## src/rtl/aer_spike_tx.sv

```systemverilog
// AER spike transmitter: serialises post-neuron spike vectors and time-step markers
// through a FIFO onto a 4-phase REQ/ACK link.
// Ports: CLK/RST; EVT_VALID/EVT_READY with NEUR_EVENT_OUT and CTRL_POST_NEURON_ADDRESS
// capture a spike vector; CTRL_TSTEP_EVENT requests a marker; AER_ADDR/AER_REQ/AER_ACK
// form the off-chip link; FIFO_FULL/FIFO_EMPTY/DROP_CNT are status outputs.
module aer_spike_tx #(
  parameter int POST_NEUR_PARALLEL        = 4,
  parameter int POST_NEUR_ADDR_WIDTH      = 10,
  parameter int POST_NEUR_BYTE_ADDR_WIDTH = 2,
  parameter int AER_WIDTH                 = 12,
  parameter int FIFO_DEPTH                = 16
) (
  input  logic                            CLK,
  input  logic                            RST,
  input  logic                            EVT_VALID,
  output logic                            EVT_READY,
  input  logic [POST_NEUR_PARALLEL-1:0]   NEUR_EVENT_OUT,
  input  logic [POST_NEUR_ADDR_WIDTH-1:0] CTRL_POST_NEURON_ADDRESS,
  input  logic                            CTRL_TSTEP_EVENT,
  output logic [AER_WIDTH-1:0]            AER_ADDR,
  output logic                            AER_REQ,
  input  logic                            AER_ACK,
  output logic                            FIFO_FULL,
  output logic                            FIFO_EMPTY,
  output logic [7:0]                      DROP_CNT
);

  localparam int GW = POST_NEUR_ADDR_WIDTH - POST_NEUR_BYTE_ADDR_WIDTH;
  localparam int PW = $clog2(FIFO_DEPTH);
  localparam int LW = POST_NEUR_BYTE_ADDR_WIDTH;

  typedef enum logic [1:0] {IDLE, SETUP, WAIT_HI, WAIT_LO} state_t;

  logic [POST_NEUR_PARALLEL-1:0]   mask_q, mask_d;
  logic [GW-1:0]                   group_q, group_d;
  logic                            tstep_pend_q, tstep_pend_d;
  logic [POST_NEUR_ADDR_WIDTH-1:0] tstep_cnt_q, tstep_cnt_d;
  logic [7:0]                      drop_q, drop_d;
  logic [PW:0]                     wptr_q, wptr_d;
  logic [PW:0]                     rptr_q, rptr_d;
  logic [AER_WIDTH-1:0]            mem_q [FIFO_DEPTH];
  logic                            ack_meta_q, ack_s_q;
  state_t                          state_q;
  logic                            req_q;
  logic [AER_WIDTH-1:0]            addr_q;

  logic                 transfer;
  logic                 push_spk;
  logic                 push_mrk;
  logic                 push;
  logic                 pop;
  logic [LW-1:0]        lane;
  logic [AER_WIDTH-1:0] push_word;
  logic                 unused_lsb;

  assign unused_lsb = ^CTRL_POST_NEURON_ADDRESS[LW-1:0];

  assign EVT_READY  = (mask_q == '0);
  assign transfer   = EVT_VALID & EVT_READY;
  assign FIFO_EMPTY = (wptr_q == rptr_q);
  // Extra pointer bit distinguishes full from empty.
  assign FIFO_FULL  = (wptr_q[PW] != rptr_q[PW]) &&
                      (wptr_q[PW-1:0] == rptr_q[PW-1:0]);

  // Lowest set lane wins.
  always_comb begin
    lane = '0;
    for (int i = POST_NEUR_PARALLEL - 1; i >= 0; i--) begin
      if (mask_q[i]) lane = LW'(i);
    end
  end

  assign push_spk = (mask_q != '0) & ~FIFO_FULL;
  // A marker waits for an idle cycle so earlier spikes stay ahead of it.
  assign push_mrk = tstep_pend_q & (mask_q == '0) & ~FIFO_FULL & ~transfer;
  assign push     = push_spk | push_mrk;
  assign pop      = (state_q == IDLE) & ~FIFO_EMPTY;

  always_comb begin
    push_word = {2'b01, tstep_cnt_q};
    if (push_spk) push_word = {2'b00, group_q, lane};
  end

  always_comb begin
    mask_d       = mask_q;
    group_d      = group_q;
    tstep_pend_d = tstep_pend_q;
    tstep_cnt_d  = tstep_cnt_q;
    drop_d       = drop_q;
    wptr_d       = wptr_q + (PW+1)'(push);
    rptr_d       = rptr_q + (PW+1)'(pop);
    if (transfer) begin
      mask_d  = NEUR_EVENT_OUT;
      group_d = CTRL_POST_NEURON_ADDRESS[POST_NEUR_ADDR_WIDTH-1:LW];
    end else if (push_spk) begin
      mask_d[lane] = 1'b0;
    end
    if (push_mrk) begin
      // A pulse coinciding with the push re-arms rather than drops.
      tstep_pend_d = CTRL_TSTEP_EVENT;
      tstep_cnt_d  = tstep_cnt_q + 1'b1;
    end else if (CTRL_TSTEP_EVENT) begin
      tstep_pend_d = 1'b1;
      if (tstep_pend_q && drop_q != 8'hFF) drop_d = drop_q + 8'd1;
    end
  end

  always_ff @(posedge CLK) begin
    if (push) mem_q[wptr_q[PW-1:0]] <= push_word;
  end

  always_ff @(posedge CLK or posedge RST) begin
    if (RST) begin
      mask_q       <= '0;
      group_q      <= '0;
      tstep_pend_q <= 1'b0;
      tstep_cnt_q  <= '0;
      drop_q       <= '0;
      wptr_q       <= '0;
      rptr_q       <= '0;
    end else begin
      mask_q       <= mask_d;
      group_q      <= group_d;
      tstep_pend_q <= tstep_pend_d;
      tstep_cnt_q  <= tstep_cnt_d;
      drop_q       <= drop_d;
      wptr_q       <= wptr_d;
      rptr_q       <= rptr_d;
    end
  end

  // Output handshake FSM with ACK synchroniser; REQ/ADDR are registered.
  always_ff @(posedge CLK or posedge RST) begin
    if (RST) begin
      ack_meta_q <= 1'b0;
      ack_s_q    <= 1'b0;
      state_q    <= IDLE;
      req_q      <= 1'b0;
      addr_q     <= '0;
    end else begin
      ack_meta_q <= AER_ACK;
      ack_s_q    <= ack_meta_q;
      unique case (state_q)
        IDLE: begin
          if (!FIFO_EMPTY) begin
            addr_q  <= mem_q[rptr_q[PW-1:0]];
            state_q <= SETUP;
          end
        end
        SETUP: begin
          req_q   <= 1'b1;
          state_q <= WAIT_HI;
        end
        WAIT_HI: begin
          if (ack_s_q) begin
            req_q   <= 1'b0;
            state_q <= WAIT_LO;
          end
        end
        WAIT_LO: begin
          if (!ack_s_q) state_q <= IDLE;
        end
        default: state_q <= IDLE;
      endcase
    end
  end

  assign AER_REQ  = req_q;
  assign AER_ADDR = addr_q;
  assign DROP_CNT = drop_q;

endmodule
```

## config.mk

```make
export PLATFORM = sky130hd
export DESIGN_NAME = aer_spike_tx
export DESIGN_NICKNAME = d
export VERILOG_FILES = /design/src/rtl/aer_spike_tx.sv
export SDC_FILE = /design/constraint.sdc
export NUM_CORES = 1
export LEC_CHECK = 0
export CORE_AREA = 2 2 167 169
export CTS_CLUSTER_DIAMETER = 50
export DETAILED_ROUTE_END_ITERATION = 8
export DIE_AREA = 0 0 169 171
export PLACE_DENSITY_LB_ADDON = 0.15
export SYNTH_ARGS = -nofsm -noshare
export SYNTH_HDL_FRONTEND = slang
export SYNTH_SLANG_ARGS = --single-unit
```

## constraint.sdc

```tcl
create_clock -name CLK -period 8.4 [get_ports CLK]
set_clock_uncertainty 0.15 [all_clocks]
set_input_delay 1.26 -clock CLK [delete_from_list [all_inputs] [get_ports CLK]]
set_output_delay 1.26 -clock CLK [all_outputs]
set_load 0.02 [all_outputs]
```

* After elaboration in Yosys (flattened, before gate mapping)
Memory sizes are Yosys's and may differ from the RTL's. A register that Yosys moved wholly into a read port is not among the register bits. Index checks and enable logic that the tools add are counted.
Storage, ports and cells: register bits 58, bits in latches 0, memory bits (writable) 176, ROM bits 0, output and inout bits 24, logic and storage cells 74, memories 1
Memories:
- mem_q | depth 16, bits a word 11, rd ports 1, clocked after Yosys merged registers in 1, wr ports 1, RTL line 41 | logic [AER_WIDTH-1:0] mem_q [FIFO_DEPTH];
Operators by class: $add $sub $neg 4, $mul 0, div/mod/pow operators 0, order comparisons 2, eq/ne operators 10, shifts and indexed selects 0, mux-type cells 19, bitwise logic cells 13, reductions and logical operators 13
Operators with widths (count):
- 2-bit 2-to-1 mux | 7
- 11-bit 2-to-1 mux | 1
- 10-bit by 1-bit adder with 10-bit output (second input constant) | 1
- 5-bit by 1-bit adder with 5-bit output | 2
- 8-bit by 1-bit adder with 8-bit output (second input constant) | 1
- 4-bit 2-to-1 mux | 2
- 8-bit != test (second input constant) | 1
- 2-bit case mux with 4 select lines | 1
- 1-bit AND | 6
- 1-bit 2-to-1 mux | 6
- 2-bit != test (second input constant) | 3
- 3-bit AND reduction | 2
- 2-bit nonzero test | 3
- 5-bit == test | 1
- 4-bit AND | 1
- 2-bit == test (second input constant) | 2
- 4-bit == test | 1
- 4-bit logical NOT | 1
- 1-bit inverter | 4
- 4-bit inverter | 1
- 2-bit AND reduction | 2
- 4-bit nonzero test | 1
- 1-bit logical AND | 3
- 2-bit by 3-bit < comparator with 1-bit output (second input constant) | 1
- other kinds (7) | 7

* Logic depth before layout (Yosys ltp)
Gate-level depths: netlist of run 1.
word-level depth 12, depth in mapped cells 11, depth with buffers taken out 9

* Worst setup path before layout of run 1
Ideal clock, no wire load.
path kind in2reg, start input EVT_VALID, end memory mem_q[0][0] in the netlist's numbering, enable pin, setup time 0.412 ns, arrival 3.161 ns, required time 7.838 ns, path slack 4.676 ns, stages on the path 5, buffers on the path 2, path through buf_1 -> o21ai_0 -> a21bo_2 -> buf_2 -> nor4b_1
On the way: word-level cells in the longest chain between the ends 6
RTL lines:
- start: declaration | RTL line 15 | input logic EVT_VALID,
- 1-bit AND | RTL line 59 | assign transfer = EVT_VALID & EVT_READY;
- 1-bit inverter | RTL line 75 | assign push_mrk = tstep_pend_q & (mask_q == '0) & ~FIFO_FULL & ~transfer;
- 1-bit AND | RTL line 75
- 1-bit bitwise OR | RTL line 76 | assign push = push_spk | push_mrk;
- 1-bit 2-to-1 mux | RTL line 109 | if (push) mem_q[wptr_q[PW-1:0]] <= push_word;
- 1-bit 2-to-1 mux (implied by the code) | RTL line 109
- end: declaration | RTL line 41
No other way between the ends.

* Final worst setup path of run 1
start register rptr_q[0], end output FIFO_FULL
On the way: word-level cells in the longest chain between the ends 2
RTL lines:
- start: declaration | RTL line 40 | logic [PW:0] rptr_q, rptr_d;
- start signal: assignment | RTL line 128 | rptr_q <= rptr_d;
- 4-bit == test | RTL line 63 | (wptr_q[PW-1:0] == rptr_q[PW-1:0]);
- 1-bit logical AND | RTL line 62 | assign FIFO_FULL = (wptr_q[PW] != rptr_q[PW]) &&
- end: declaration | RTL line 23 | output logic FIFO_FULL,
No other way between the ends.

==> impl_metrics.py, run 1 <==
metrics = {
    "yosys": {
        "syn_avg_cell_area_um2": 18.47,
        "synth_ff_type": "edfxtp_1",
        "ys_types": 49,
        "synth.area.top_cells": "edfxtp_1 (56%), dfrtp_1 (15%), mux4_2 (11%), mux2_1 (1.9%), mux2_2 (1.8%)",
        "synth_area_um2": 9364,
        "yosysSeqAreaShare": 0.7167,
        "yosys.area.top_type": "edfxtp_1",
        "synthCells": 507,
        "async_flop_share": 0.2446,
        "yosysWarnings": 0,
        "synth_top_area_share": 0.5644,
        "ys_ff_latch": 233,
        "synth_edf_count": 176,
        "synth_nets": 536,
    },
    "cells_and_area": {
        "diodes": 0,
        "post-route-util": 0.4106,
        "drive_gt1_frac": 0.2399,
        "areaGrowthSynthToFinish_pct": 19.80,
        "fin_nets": 597,
        "most-common-layout-cells": "edfxtp_1 (176), dfrtp_1 (55), mux4_2 (44), clkdlybuf4s50_1 (39), clkbuf_16 (31)",
        "multi_input_area_um2": 2557,
        "fin_area_um2": 11220,
        "nFillCells": 2429,
        "layout_commonest_cell": "edfxtp_1",
        "regArea_um2": 6714,
    },
    "timing": {
        "setup_tns_ns": 0,
        "rsz0062_at_grt": "no",
        "setup_viol": 0,
        "drv_slew": 0,
        "relSlewSlack": 0.1770,
        "fin_crit_sh": 0.5829,
        "worstMarginPinSlew_ns": 1.230,
        "finalHoldViolations": 0,
        "min_period_ns": 4.896,
        "max_clock_freq_mhz": 204.2,
    },
    "power_and_ir_drop": {
        "peakVddDrop_v": 0.0002255,
        "p_per_area_nw_per_um2": 425.1,
        "leakage_nw": 3.935,
    },
    "grt": {
        "grt_pass1_wl_mm": 29.88,
        "overflow": 0,
        "grt_max_degree": 58,
        "grt.busiest_layer": "met2",
        "gr-usage-all-layers": 0.1368,
        "grt.met3_usage": 0.02336,
        "grt_util_met2": 0.2275,
        "grt_pass1_vias": 4979,
        "met1_usage": 0.1903,
        "antenna_found_initial": 0,
    },
    "status": {
        "status": "finished clean",
    },
    "place": {
        "placed_area_um2": 10230,
        "port_buffers": 39,
        "place_congestion": 0.7482,
        "place_hpwl_mm": 11.59,
    },
    "flow_run": {
        "cap_violations": 0,
    },
    "route": {
        "final_antenna_net_count": 0,
        "wl_mm": 19.17,
        "dr_total_vias": 4696,
        "drc": 0,
        "first_iter_violations": 269,
        "via_per_inst": 5.006,
        "avgRoutedWirePerCell_um": 20.44,
        "drtPass1Iterations": 4,
    },
    "setup_path": {
        "critPathSlowestCell": "buf_4",
        "cp_data_arrival_time_ns": 3.49,
        "endpoint_kind": "output port",
        "start_kind": "flop",
        "crit_chain": "buf_4, xor2_1, nor4_4, nand2_1, inv_2, clkdlybuf4s50_1",
        "path_class": "flop to output port",
        "crit_required_ns": 6.99,
        "crit_family": "buffers and inverters",
        "critPathMaxFanout": 46,
        "cp_slowest_stage_delay_ns": 0.72,
        "crit_buf_inv": 3,
    },
    "cts": {
        "htree_levels": 1,
        "cts_root_buf": "clkbuf_16",
        "clock_path_buffers": 3,
        "post_cts_resized": 0,
        "cts_buffers": 30,
        "ctsHoldBuffers": 0,
        "path_clk_slew_ns": 0.06,
        "cts.sinks": 233,
        "clk_latency_ns": 0.53,
        "post_cts_buffers": 0,
        "cts_tree": "yes",
    },
    "floorplan": {
        "die_x_um": 169,
        "die_y_um": 171,
        "placementRows": 61,
        "io_pins": 43,
        "initial_core_util": 0.3427,
        "fp.coreArea_um2": 27320,
        "fp.dieArea_um2": 28900,
    },
    "min_path": {
        "hp-class": "flop to flop",
    },
}
[sequential cells by signal (all words and copies together), names as in the netlist, 2 cells and up]
| name | count |
|---|---|
| mask_q | 4 |
| group_q | 8 |
| tstep_cnt_q | 10 |
| mem_q | 176 |
| AER_ADDR | 11 |
| DROP_CNT | 8 |
| state_q | 2 |
| rptr_q | 5 |
| wptr_q | 5 |
[layout make-up]
class	count	area share
multi-input cells	241	0.2280
inverters	10	0.003346
repair buffers	52	0.04350
flip-flops and latches	233	0.5985
well taps	346	0.03859
clock buffers	37	0.07294
clock inverters	19	0.01517
[cell usage after synthesis, types with 12 or more instances]
| cell | n |
|---|---|
| edfxtp_1 | 176 |
| dfrtp_1 | 57 |
| mux4_2 | 44 |
| nand2_1 | 27 |
| a22oi_1 | 22 |
| mux2_1 | 16 |
| mux2_2 | 15 |
| xor2_1 | 14 |
| nand3_1 | 13 |
| xnor2_1 | 13 |
| nor2_1 | 12 |
[worst paths after layout]
check                            from          end  slack (ns)  depth (start not counted)
max                         rptr_q[0]    FIFO_FULL        3.50                          6
max in group asynchronous         RST    rptr_q[1]        6.41                          3
min reg2reg                ack_meta_q      ack_s_q        0.20                          0
min                        ack_meta_q      ack_s_q        0.20                          0
min in group asynchronous         RST    rptr_q[3]        1.14                          3
max reg2reg                 rptr_q[0]  mem_q[6][6]        4.55                          6
[stage by stage]
step / total power [mW] / worst slack [ns] / instances / hold WS [ns]
detailed placement: 3.592 / 3.931 / 882 / 0.1855
finish: 4.769 / 3.504 / 938 / 0.1966
CTS: 4.847 / 3.345 / 938 / 0.1982
global route: 5.046 / 3.173 / 938 / 0.2053
floorplan: 3.005 / 4.676 / 507 / 0.1812
global placement: 3.534 / 3.939 / 882 / 0.1832
[logic make-up (layout without fill, tap and decap cells)]
group / Yosys count / after routing / share of synthesized area
flops: 233 / 233 / 0.7167
fa+ha+maj: 10 / 10 / 0.01336
compound gates: 37 / 37 / 0.03274
other cells: 1 / 1 / 0.0004005
simple gates: 91 / 91 / 0.05278
xor+xnor: 27 / 27 / 0.02525
buf+inv: 33 / 118 / 0.01563
mux: 75 / 75 / 0.1431
[worst register-to-register path, cell delays in order (launching register included)]
cell	delay [ns]
dfrtp_2	0.34
buf_4	0.72
xor2_1	0.29
nor4_4	0.13
a21bo_2	0.34
or3b_2	0.55
nor2_1	0.95
[power by group]
group / internal [mW] / leakage, nW / switching, mW
sequential: 1.79 / 2.30 / 0.163
combinational: 0.622 / 1.16 / 0.956
clock: 0.756 / 0.478 / 0.481
[routing by layer]
| metal | up-vias | part of all wire | wire, um |
|---|---|---|---|
| li1 | 2131 | - | - |
| met1 | 2464 | 0.47 | 9039 |
| met2 | 74 | 0.48 | 9247 |
| met3 | 27 | 0.029 | 559 |
| met4 | 0 | 0.017 | 324 |
| met5 | - | 0 | 0 |
Note: power is estimated with default switching activity, not from simulation.
==> run 2, diff against run 1 <==
Clock period 8.4 ns to 4.3 ns, I/O delays scaled along.
==> impl_metrics.py, run 2 (synthesized netlist as in run 1, its figures left out) <==
metrics = {
    "place": {
        "placed_area_um2": 10280,
        "place_congestion": 0.7464,
        "place_hpwl_mm": 12.43,
        "port_buffers": 39,
    },
    "route": {
        "avgRoutedWirePerCell_um": 21.43,
        "drtPass1Iterations": 6,
        "first_iter_violations": 316,
        "via_per_inst": 5.056,
        "final_antenna_net_count": 0,
        "drc": 0,
        "dr_total_vias": 4768,
        "wl_mm": 20.21,
    },
    "power_and_ir_drop": {
        "peakVddDrop_v": 0.0003912,
        "leakage_nw": 3.967,
        "p_per_area_nw_per_um2": 835.3,
    },
    "setup_path": {
        "cp_slowest_stage_delay_ns": 0.62,
        "worst_r2r_endpoint": "mem_q[11][1]",
        "critPathSlowestCell": "clkdlybuf4s50_1",
        "crit_buf_inv": 2,
        "reg2reg_from": "wptr_q[2]",
        "crit_chain": "xor2_1, nor4_4, nand2_1, inv_2, clkdlybuf4s50_1",
        "critPathMaxFanout": 11,
        "endpoint_kind": "output port",
        "reg2reg_slack_ns": 1.27,
        "path_class": "flop to output port",
        "cp_data_arrival_time_ns": 2.87,
        "crit_required_ns": 3.50,
        "crit_family": "buffers and inverters",
        "start_kind": "flop",
        "rr_worst_depth": 6,
    },
    "cts": {
        "ctsHoldBuffers": 0,
        "path_clk_slew_ns": 0.06,
        "htree_levels": 1,
        "cts_tree": "yes",
        "cts_buffers": 30,
        "cts_root_buf": "clkbuf_16",
        "post_cts_resized": 0,
        "cts.sinks": 233,
        "clk_latency_ns": 0.53,
        "clock_path_buffers": 3,
        "post_cts_buffers": 0,
    },
    "grt": {
        "grt_max_degree": 47,
        "grt_pass1_wl_mm": 30.81,
        "antenna_found_initial": 0,
        "grt_pass1_vias": 5136,
        "overflow": 0,
        "gr-usage-all-layers": 0.1436,
    },
    "min_path": {
        "hold_depth": 0,
        "hold_path_end": "ack_s_q",
        "hold_start": "ack_meta_q",
        "hp-class": "flop to flop",
    },
    "timing": {
        "finalHoldViolations": 0,
        "relSlewSlack": 0.2476,
        "drv_slew": 0,
        "setup_tns_ns": 0,
        "rsz0062_at_grt": "no",
        "worstMarginPinSlew_ns": 1.126,
        "fin_crit_sh": 0.8517,
        "min_period_ns": 3.662,
        "setup_viol": 0,
        "max_clock_freq_mhz": 273.1,
    },
    "floorplan": {
        "fp.dieArea_um2": 28900,
        "io_pins": 43,
        "fp.coreArea_um2": 27320,
        "initial_core_util": 0.3427,
        "die_y_um": 171,
        "placementRows": 61,
        "die_x_um": 169,
    },
    "status": {
        "status": "finished clean",
    },
    "cells_and_area": {
        "areaGrowthSynthToFinish_pct": 20.32,
        "fin_nets": 604,
        "diodes": 0,
        "layout_commonest_cell": "edfxtp_1",
        "largest_reg_flops": 176,
        "fin_area_um2": 11270,
        "drive_gt1_frac": 0.2446,
        "most-common-layout-cells": "edfxtp_1 (176), dfrtp_1 (55), mux4_2 (44), clkdlybuf4s50_1 (39), clkbuf_16 (31)",
    },
    "flow_run": {
        "cap_violations": 0,
    },
}
==> run 2: through the flow <==
step	util	power (mW)	setup slack, ns	instances	hold slack [ns]
CTS	0.4124	9.573	0.5798	943	0.2048
detailed placement	0.3763	7.126	1.148	889	0.1871
global route	0.4124	9.941	0.4422	943	0.2124
floorplan	-	5.870	1.181	507	0.1812
finish	0.4124	9.411	0.6377	943	0.2048
global placement	0.3763	6.995	1.174	889	0.1834
==> run 2: how the worst max path moves through the flow <==
stage / startpoint / endpoint / slack [ns] / depth (start not counted)
finish: wptr_q[2] / FIFO_FULL / 0.64 / 5
global route: wptr_q[2] / FIFO_FULL / 0.44 / 5
CTS: wptr_q[2] / FIFO_FULL / 0.58 / 5
detailed placement: wptr_q[2] / FIFO_FULL / 1.15 / 5
global placement: EVT_VALID / mem_q[5][5] / 1.17 / 6
floorplan: wptr_q[0] / mem_q[0][0] / 1.18 / 6
==> run 2: final cells by class <==
class / instances / area (um^2)
fillers: 2442 / 16060
flip-flops and latches: 233 / 6714
multi-input cells: 241 / 2557
clock buffers: 43 / 860.8
repair buffers: 59 / 540.5
well taps: 346 / 432.9
clock inverters: 11 / 123.9
inverters: 10 / 37.54
==> run 2: where the power goes <==
group | total (mW) | internal (mW) | switching (mW)
Clock | 2.42 | 1.51 | 0.913
Combinational | 3.17 | 1.24 | 1.93
Sequential | 3.82 | 3.50 | 0.323
Total | 9.41 | 6.24 | 3.17
==> run 2: per-layer routing <==
layer  share of wire  vias to the layer above  global-route usage  wire, um
li1                -                     2135                   -         -
met1            0.44                     2505              0.1933      8828
met2            0.50                      103              0.2468     10100
met3           0.046                       25             0.02221       930
met4           0.017                        0             0.03344       350
met5               0                        -                   0         0
==> run 3, diff against run 2 <==
Settings changed: CORE_AREA 2 2 167 169 to 10 10 175 177, DIE_AREA 0 0 169 171 to 0 0 185 187.
==> impl_metrics.py, run 3 (synthesized netlist as in run 1, its figures left out) <==
metrics = {
    "cells_and_area": {
        "regArea_um2": 6714,
        "most-common-layout-cells": "edfxtp_1 (176), dfrtp_1 (55), mux4_2 (44), clkdlybuf4s50_1 (39), clkbuf_16 (29)",
        "multi_input_area_um2": 2557,
        "areaGrowthSynthToFinish_pct": 21.07,
        "finalNonFillerCells": 944,
        "nFillCells": 2453,
        "layout_commonest_cell": "edfxtp_1",
        "fin_nets": 604,
        "diodes": 0,
        "post-route-util": 0.4149,
        "drive_gt1_frac": 0.2458,
        "largest_reg_flops": 176,
    },
    "setup_path": {
        "crit_required_ns": 3.50,
        "critPathMaxFanout": 10,
        "start_kind": "flop",
        "cp_data_arrival_time_ns": 2.92,
        "endpoint_kind": "output port",
        "cp_slowest_stage_delay_ns": 0.63,
        "crit_chain": "xor2_1, nor4_4, nand2_1, inv_2, clkdlybuf4s50_1",
        "path_class": "flop to output port",
        "critPathSlowestCell": "clkdlybuf4s50_1",
    },
    "cts": {
        "cts_root_buf": "clkbuf_16",
        "cts.sinks": 233,
        "cts_tree": "yes",
        "path_clk_slew_ns": 0.06,
        "ctsHoldBuffers": 0,
        "htree_levels": 1,
        "clk_latency_ns": 0.53,
        "cts_buffers": 29,
        "post_cts_buffers": 0,
        "clock_path_buffers": 3,
        "post_cts_resized": 0,
    },
    "floorplan": {
        "fp.dieArea_um2": 34600,
        "placementRows": 61,
        "fp.coreArea_um2": 27320,
        "io_pins": 43,
        "die_x_um": 185,
        "initial_core_util": 0.3427,
        "die_y_um": 187,
    },
    "timing": {
        "setup_viol": 0,
        "drv_slew": 0,
        "rsz0062_at_grt": "no",
        "fin_crit_sh": 0.8646,
        "finalHoldViolations": 0,
        "max_clock_freq_mhz": 269.0,
        "min_period_ns": 3.718,
        "worstMarginPinSlew_ns": 1.180,
        "setup_tns_ns": 0,
        "relSlewSlack": 0.2116,
    },
    "route": {
        "drc": 0,
        "wl_mm": 20.31,
        "drtPass1Iterations": 4,
        "first_iter_violations": 354,
        "avgRoutedWirePerCell_um": 21.51,
        "dr_total_vias": 4772,
        "final_antenna_net_count": 0,
        "via_per_inst": 5.055,
    },
    "flow_run": {
        "cap_violations": 0,
    },
    "grt": {
        "gr-usage-all-layers": 0.1170,
        "grt_max_degree": 47,
        "antenna_found_initial": 0,
        "grt_pass1_vias": 5033,
        "grt_pass1_wl_mm": 31.00,
        "overflow": 0,
    },
    "power_and_ir_drop": {
        "p_per_area_nw_per_um2": 842.3,
        "leakage_nw": 4.004,
        "peakVddDrop_v": 0.0004686,
    },
    "status": {
        "status": "finished clean",
    },
    "place": {
        "numPlacedInstances": 890,
        "place_congestion": 0.7588,
        "place_hpwl_mm": 12.45,
        "port_buffers": 39,
    },
    "min_path": {
        "hp-class": "flop to flop",
    },
}
## run 3: cell types whose count changed in the layout (fill, tap and decap cells not counted)
cell / before / now
clkbuf_8: 4 / 2
buf_4: 20 / 21
bufinv_16: 2 / 6
clkinv_4: 1 / 2
clkbuf_1: 8 / 5
clkinv_1: 1 / 4
clkinvlp_4: 3 / 1
clkinv_8: 0 / 2
inv_4: 1 / 0
clkbuf_16: 31 / 29
## run 3: routing by layer
metal / track usage / routed length, um / share of wire
met5: 0 / 0 / 0
met4: 0.02877 / 401 / 0.020
met3: 0.02292 / 874 / 0.043
met2: 0.1871 / 9781 / 0.48
met1: 0.1595 / 9247 / 0.46
## run 3: final timing paths
| path | end | depth (start not counted) | start | slack (ns) |
|---|---|---|---|---|
| setup reg to reg | mem_q[4][5] | 6 | wptr_q[1] | 1.24 |
| setup / recovery | FIFO_FULL | 5 | wptr_q[1] | 0.58 |
| max in group asynchronous | rptr_q[0] | 3 | RST | 2.86 |
| hold / removal | ack_s_q | 0 | ack_meta_q | 0.20 |
| hold reg to reg | ack_s_q | 0 | ack_meta_q | 0.20 |
| min in group asynchronous | AER_ADDR[1] | 2 | RST | 0.38 |
## run 3: critical path, delay by kind of cell (launching register included)
kind	cells	cell delay, ns
flip-flops	1	0.51
AND/OR/NAND/NOR	2	0.84
XOR/XNOR	1	0.22
buffers and inverters	2	0.82
## run 3: report_power, final
group,total (mW),internal [mW],switching [mW]
clock,2.59,1.64,0.941
sequential,3.81,3.50,0.313
combinational,3.16,1.23,1.92
total,9.55,6.37,3.18
## run 3: layout make-up
type                            count  share of cell area
Inverter                           10            0.003311
Clock buffer                       36             0.06809
Sequential cell                   233              0.5922
Clock inverter                     18             0.02428
Multi-Input combinational cell    241              0.2256
Timing Repair Buffer               60             0.04834
Tap cell                          346             0.03819
## run 3: per-stage QoR
step	power (mW)	setup WS (ns)	area, um^2	hold slack, ns
2_1_floorplan	5.870	1.181	9364	0.1812
3_3_place_gp	7.006	1.149	10290	0.1831
5_1_grt	10.07	0.3728	11340	0.2006
4_1_cts	9.696	0.5355	11340	0.1994
6_report	9.550	0.5824	11340	0.1968
3_5_place_dp	7.097	1.130	10290	0.1864
==> edit 1 (config.mk and constraints of run 3) <==
Change the parameter `POST_NEUR_BYTE_ADDR_WIDTH` from 2 to 4.
--- a/src/rtl/aer_spike_tx.sv
+++ b/src/rtl/aer_spike_tx.sv
@@ -6,7 +6,7 @@
 module aer_spike_tx #(
   parameter int POST_NEUR_PARALLEL        = 4,
   parameter int POST_NEUR_ADDR_WIDTH      = 10,
-  parameter int POST_NEUR_BYTE_ADDR_WIDTH = 2,
+  parameter int POST_NEUR_BYTE_ADDR_WIDTH = 4,
   parameter int AER_WIDTH                 = 12,
   parameter int FIFO_DEPTH                = 16
 ) (
Formal check against the unedited RTL: not equivalent (Yosys sat finds a counterexample within 4 cycles, from zero or initial values and one cycle with RST high).
==> edit 1 against run 3 <==
Final area fell by 2.8%. Area after synthesis fell by 1.2%. Worst setup slack improved by 390 ps. Core utilization fell by 1.1 points. Sequential cell count fell by 2. Register-to-register slack improved by 40 ps. Total power fell by 2.1%. Wire length fell by 0.35%. Critical endpoint unchanged.
==> edit 1: results (changes against run 3) <==
INFO  metric outcome = finished clean (unchanged)
INFO  metric initialDrtViolationCount = 329 (was 354)
INFO  metric path_delay_family = buffers and inverters (was simple AND/OR/NAND/NOR gates)
INFO  metric placement.cell_area = 10100 um2 (was 10300 um2)
INFO  metric switching_power = 3210 uW (was 3180 uW)
INFO  metric detailedPlace.worstSlack = 1220 ps (was 1130 ps)
INFO  metric synth_compound_area_frac = 0.0506 (was 0.0327)
INFO  metric vdd.ir_drop.worst = 325 uV (was 469 uV)
INFO  metric detailroute.via_count = 4711 (was 4772)
INFO  metric n_multi_input_combinational_cell = 239 (was 241)
INFO  metric final_nets = 597 (was 604)
INFO  metric synth_nets = 531 (was 536)
INFO  metric startpoint = rptr_q[3] (was wptr_q[1])
INFO  metric critical_path_peak_fanout = 7 (was 10)
INFO  metric grt_usage = 0.117 (about the same)
INFO  metric pwr-share-clk = 0.244 (was 0.271)
INFO  metric wl_per_cell = 21.7 um (was 21.5 um)
INFO  metric multi_input_area_share = 0.221 (was 0.226)
INFO  metric synthToLayoutAreaGrowth = 19.2% (was 21.1%)
INFO  metric nonClkBufAreaFrac = 0.0493 (was 0.0483)
INFO  metric share_of_async_settable_or_async_resettable_flops_after_synthesis = 0.238 (was 0.245)
INFO  metric gp_congestion = 0.740 (was 0.759)
INFO  metric clock_tree_area_fraction = 0.0829 (was 0.0924)
INFO  metric worst_pin_slew = 1060 ps (was 1180 ps)
INFO  metric yosys.cell_types.count = 48 (was 49)
INFO  metric crit_path_max_incr_delay = 680 ps (was 630 ps)
INFO  metric final.fill_count = 2482 (was 2453)
INFO  metric synth_adder_area_share = 0.0135 (was 0.0134)
INFO  metric commonest_cells_in_the_netlist = sky130_fd_sc_hd__edfxtp_1, sky130_fd_sc_hd__dfrtp_1, sky130_fd_sc_hd__mux4_2 (unchanged)
INFO  metric total_clock_buffers_created_by_cts = 28 (was 29)
INFO  metric fraction_of_final_layout_cells_sized_beyond_drive_strength_1 = 0.238 (was 0.246)
INFO  metric fin_total_pwr = 9350 uW (was 9550 uW)
INFO  metric nClkBuffers = 32 (was 36)
INFO  metric port_buffers = 37 (was 39)
INFO  metric leakagePower = 0.00388 uW (was 0.00400 uW)
INFO  metric post_synth_mux_area_share = 0.125 (was 0.143)
INFO  metric grt_pass1_wl = 30900 um (was 31000 um)
INFO  metric syn-mean-instance-area = 18.4 um2 (was 18.5 um2)
==> edit 1: cell count changes in the layout (fill, tap and decap cells not counted), moves of 4 or more <==
| cell | change |
|---|---|
| sky130_fd_sc_hd__nor4_2 | -4 |
| sky130_fd_sc_hd__nor3_2 | -4 |
| sky130_fd_sc_hd__a21o_1 | +11 |
| sky130_fd_sc_hd__mux2_1 | -15 |
| sky130_fd_sc_hd__xnor2_1 | +10 |
| sky130_fd_sc_hd__nand2_1 | -15 |
| sky130_fd_sc_hd__nor2_1 | +7 |
| sky130_fd_sc_hd__xor2_1 | -10 |
| sky130_fd_sc_hd__a21oi_1 | +13 |
| sky130_fd_sc_hd__and2_1 | +5 |
==> edit 1: worst reg2reg max path, stage by stage (launching register included) <==
cell and delay, ps:
sky130_fd_sc_hd__dfrtp_1 500, sky130_fd_sc_hd__xnor2_1 280, sky130_fd_sc_hd__nand4_2 240, sky130_fd_sc_hd__o21ai_2 870, sky130_fd_sc_hd__and2_1 680
==> edit 1: metal layers <==
metal	routed length, um	track usage
met2	9510	0.184
met3	1160	0.0253
met4	302	0.0250
met1	9270	0.163
met5	0	0
==> edit 1: cells by family (layout without fill, tap and decap cells) <==
group,Yosys count,in the layout
mux,59,59
other cells,1,1
buf+inv,32,118
simple gates,78,78
compound gates,63,63
xor+xnor,28,28
flops,231,231
fa+ha+maj,10,10
==> edit 1: worst paths after layout <==
path,cells after the start,endpoint,slack (ps)
worst min register to register,0,ack_s_q,210
worst min-delay path,0,ack_s_q,210
min in group asynchronous,2,ack_meta_q,370
worst max register to register,4,mem_q[13][2],1280
max in group asynchronous,3,tstep_cnt_q[8],2780
worst max-delay path,4,FIFO_FULL,970
==> edit 2 (settings of run 3) <==
Made on the original files. Register the output `DROP_CNT` once more; this adds one clock of latency there. The other outputs are not delayed to match.
--- a/src/rtl/aer_spike_tx.sv
+++ b/src/rtl/aer_spike_tx.sv
@@ -167,6 +167,8 @@
 
   assign AER_REQ  = req_q;
   assign AER_ADDR = addr_q;
-  assign DROP_CNT = drop_q;
+  always_ff @(posedge CLK) begin
+    DROP_CNT <= drop_q;
+  end
 
 endmodule
Behaviour: not the same (Yosys sat finds a counterexample within 4 cycles, from zero or initial values and one cycle with RST high).
==> edit 2 against run 3 <==
Wire length fell by 2.0%. Via count grew 0.94%. Highest routed layer unchanged. Combinational power down 2%. Total power fell by 1.6%. Sequential cell count rose by 8. Maximum frequency up 4.8%. Non-clock buffer count unchanged. Area after synthesis rose by 1.9%. Clock power down 7%. Worst setup slack improved by 170 ps. Final area up 0.40%. Worst hold slack improved by 22 ps. Largest cell class unchanged.
==> edit 2: results (changes against run 3) <==
INFO  metric gp_congestion = 0.722 (was 0.759)
INFO  metric outcome = finished clean (unchanged)
INFO  metric crit_path_max_incr_delay = 680 ps (was 630 ps)
INFO  metric antenna-diode-count = 0 (unchanged)
INFO  metric vdd.ir_drop.worst = 439 uV (was 469 uV)
INFO  metric detail_route.drc_violations = 0 (unchanged)
INFO  metric detailed_place_hpwl = 12300 um (was 12400 um)
INFO  metric synthToLayoutAreaGrowth = 19.3% (was 21.1%)
INFO  metric critical_path_peak_fanout = 11 (was 10)
INFO  metric commonest_cells_in_the_netlist = sky130_fd_sc_hd__edfxtp_1, sky130_fd_sc_hd__dfrtp_1, sky130_fd_sc_hd__mux4_2 (unchanged)
INFO  metric final.fill_count = 2456 (was 2453)
INFO  metric first_global_vias = 5133 (was 5033)
INFO  metric worst-endpoint-arrival = 2750 ps (was 2920 ps)
INFO  metric worst_slew_margin_relative_to_its_limit = 0.296 (was 0.212)
INFO  metric regToRegSetupSlack = 1190 ps (was 1240 ps)
INFO  metric grt_pass1_wl = 31200 um (was 31000 um)
INFO  metric cts_buffer_depth = 3 (unchanged)
INFO  metric detailroute.via_count = 4817 (was 4772)
INFO  metric placement.cell_area = 10400 um2 (was 10300 um2)
INFO  metric final_nets = 617 (was 604)
INFO  metric reg2reg_depth = 7 (was 6)
INFO  metric startpoint = wptr_q[2] (was wptr_q[1])
INFO  metric leakagePower = 0.00403 uW (was 0.00400 uW)
INFO  metric yosysSeqAreaShare = 0.720 (was 0.717)
INFO  metric final.setup.tns = 0 ps (unchanged)
INFO  metric post_cts_resize_count = 0 (unchanged)
INFO  metric synth_nets = 551 (was 536)
INFO  metric hold-path-cell-count = 0 (unchanged)
INFO  metric grt_usage = 0.116 (was 0.117)
INFO  metric synth_area_leaders = sky130_fd_sc_hd__edfxtp_1, sky130_fd_sc_hd__dfrtp_1, sky130_fd_sc_hd__mux4_2 (unchanged)
INFO  metric initialDrtViolationCount = 257 (was 354)
INFO  metric rr_endpoint = mem_q[1][8] (was mem_q[4][5])
INFO  metric total_clock_buffers_created_by_cts = 30 (was 29)
INFO  metric share_of_async_settable_or_async_resettable_flops_after_synthesis = 0.237 (was 0.245)
INFO  metric detail_route.first_pass.iterations = 4 (unchanged)
INFO  metric fraction_of_final_layout_cells_sized_beyond_drive_strength_1 = 0.234 (was 0.246)
INFO  metric wl_per_cell = 20.8 um (was 21.5 um)
INFO  metric yosys.cell_types.count = 50 (was 49)
## edit 2: cell count changes in the layout (fill, tap and decap cells not counted), sizes merged, moves of 2 or more
cell    delta
nand2      -4
nor2      +10
bufinv     -4
o211ai     +3
clkinv     +4
nor4       -2
nor3       -2
o22a       +2
nand4      +3
or3b       -2
dfxtp      +8
mux2       -2
inv        +4
## edit 2: through the flow
stage / power, uW / hold slack, ps / worst slack, ps / std cells
final: 9400 / 219 / 754 / 958
after global routing: 9940 / 233 / 588 / 958
after CTS: 9560 / 220 / 703 / 958
after detailed placement: 7140 / 207 / 965 / 902
after global placement: 7010 / 194 / 1060 / 902
after floorplan: 5970 / 181 / 739 / 522
## edit 2: critical path, delay by kind of cell, from the launching register on
kind	cells	cell delay (ps)
simple gates	2	550
xor+xnor	1	170
flops	1	610
buf+inv	2	890
## edit 2: cell families after synthesis
group | after synthesis | synth area share
compound gates | 41 | 0.0351
xor+xnor | 27 | 0.0248
fa+ha+maj | 10 | 0.0131
buf+inv | 38 | 0.0182
flops | 241 | 0.720
mux | 73 | 0.138
other cells | 1 | 0.000393
simple gates | 91 | 0.0502
## edit 2: layer usage
layer	vias to the layer above	wire length, um	track usage
li1	2178	-	-
met1	2512	9220	0.164
met2	99	9380	0.182
met3	28	952	0.0200
met4	0	359	0.0253
met5	-	0	0
## edit 2: cell type report
class / instances / area share
timing repair buffer: 60 / 0.0481
multi-input combinational: 243 / 0.222
clock buffer: 36 / 0.0698
sequential: 241 / 0.604
tap: 346 / 0.0380
inverter: 12 / 0.00396
clock inverter: 20 / 0.0145
## edit 2: where the power goes
part / internal [uW] / leakage [uW] / switching [uW]
clock network: 1440 / 0.000467 / 957
registers: 3570 / 0.00237 / 333
logic: 1230 / 0.00119 / 1870
total: 6240 / 0.00403 / 3160
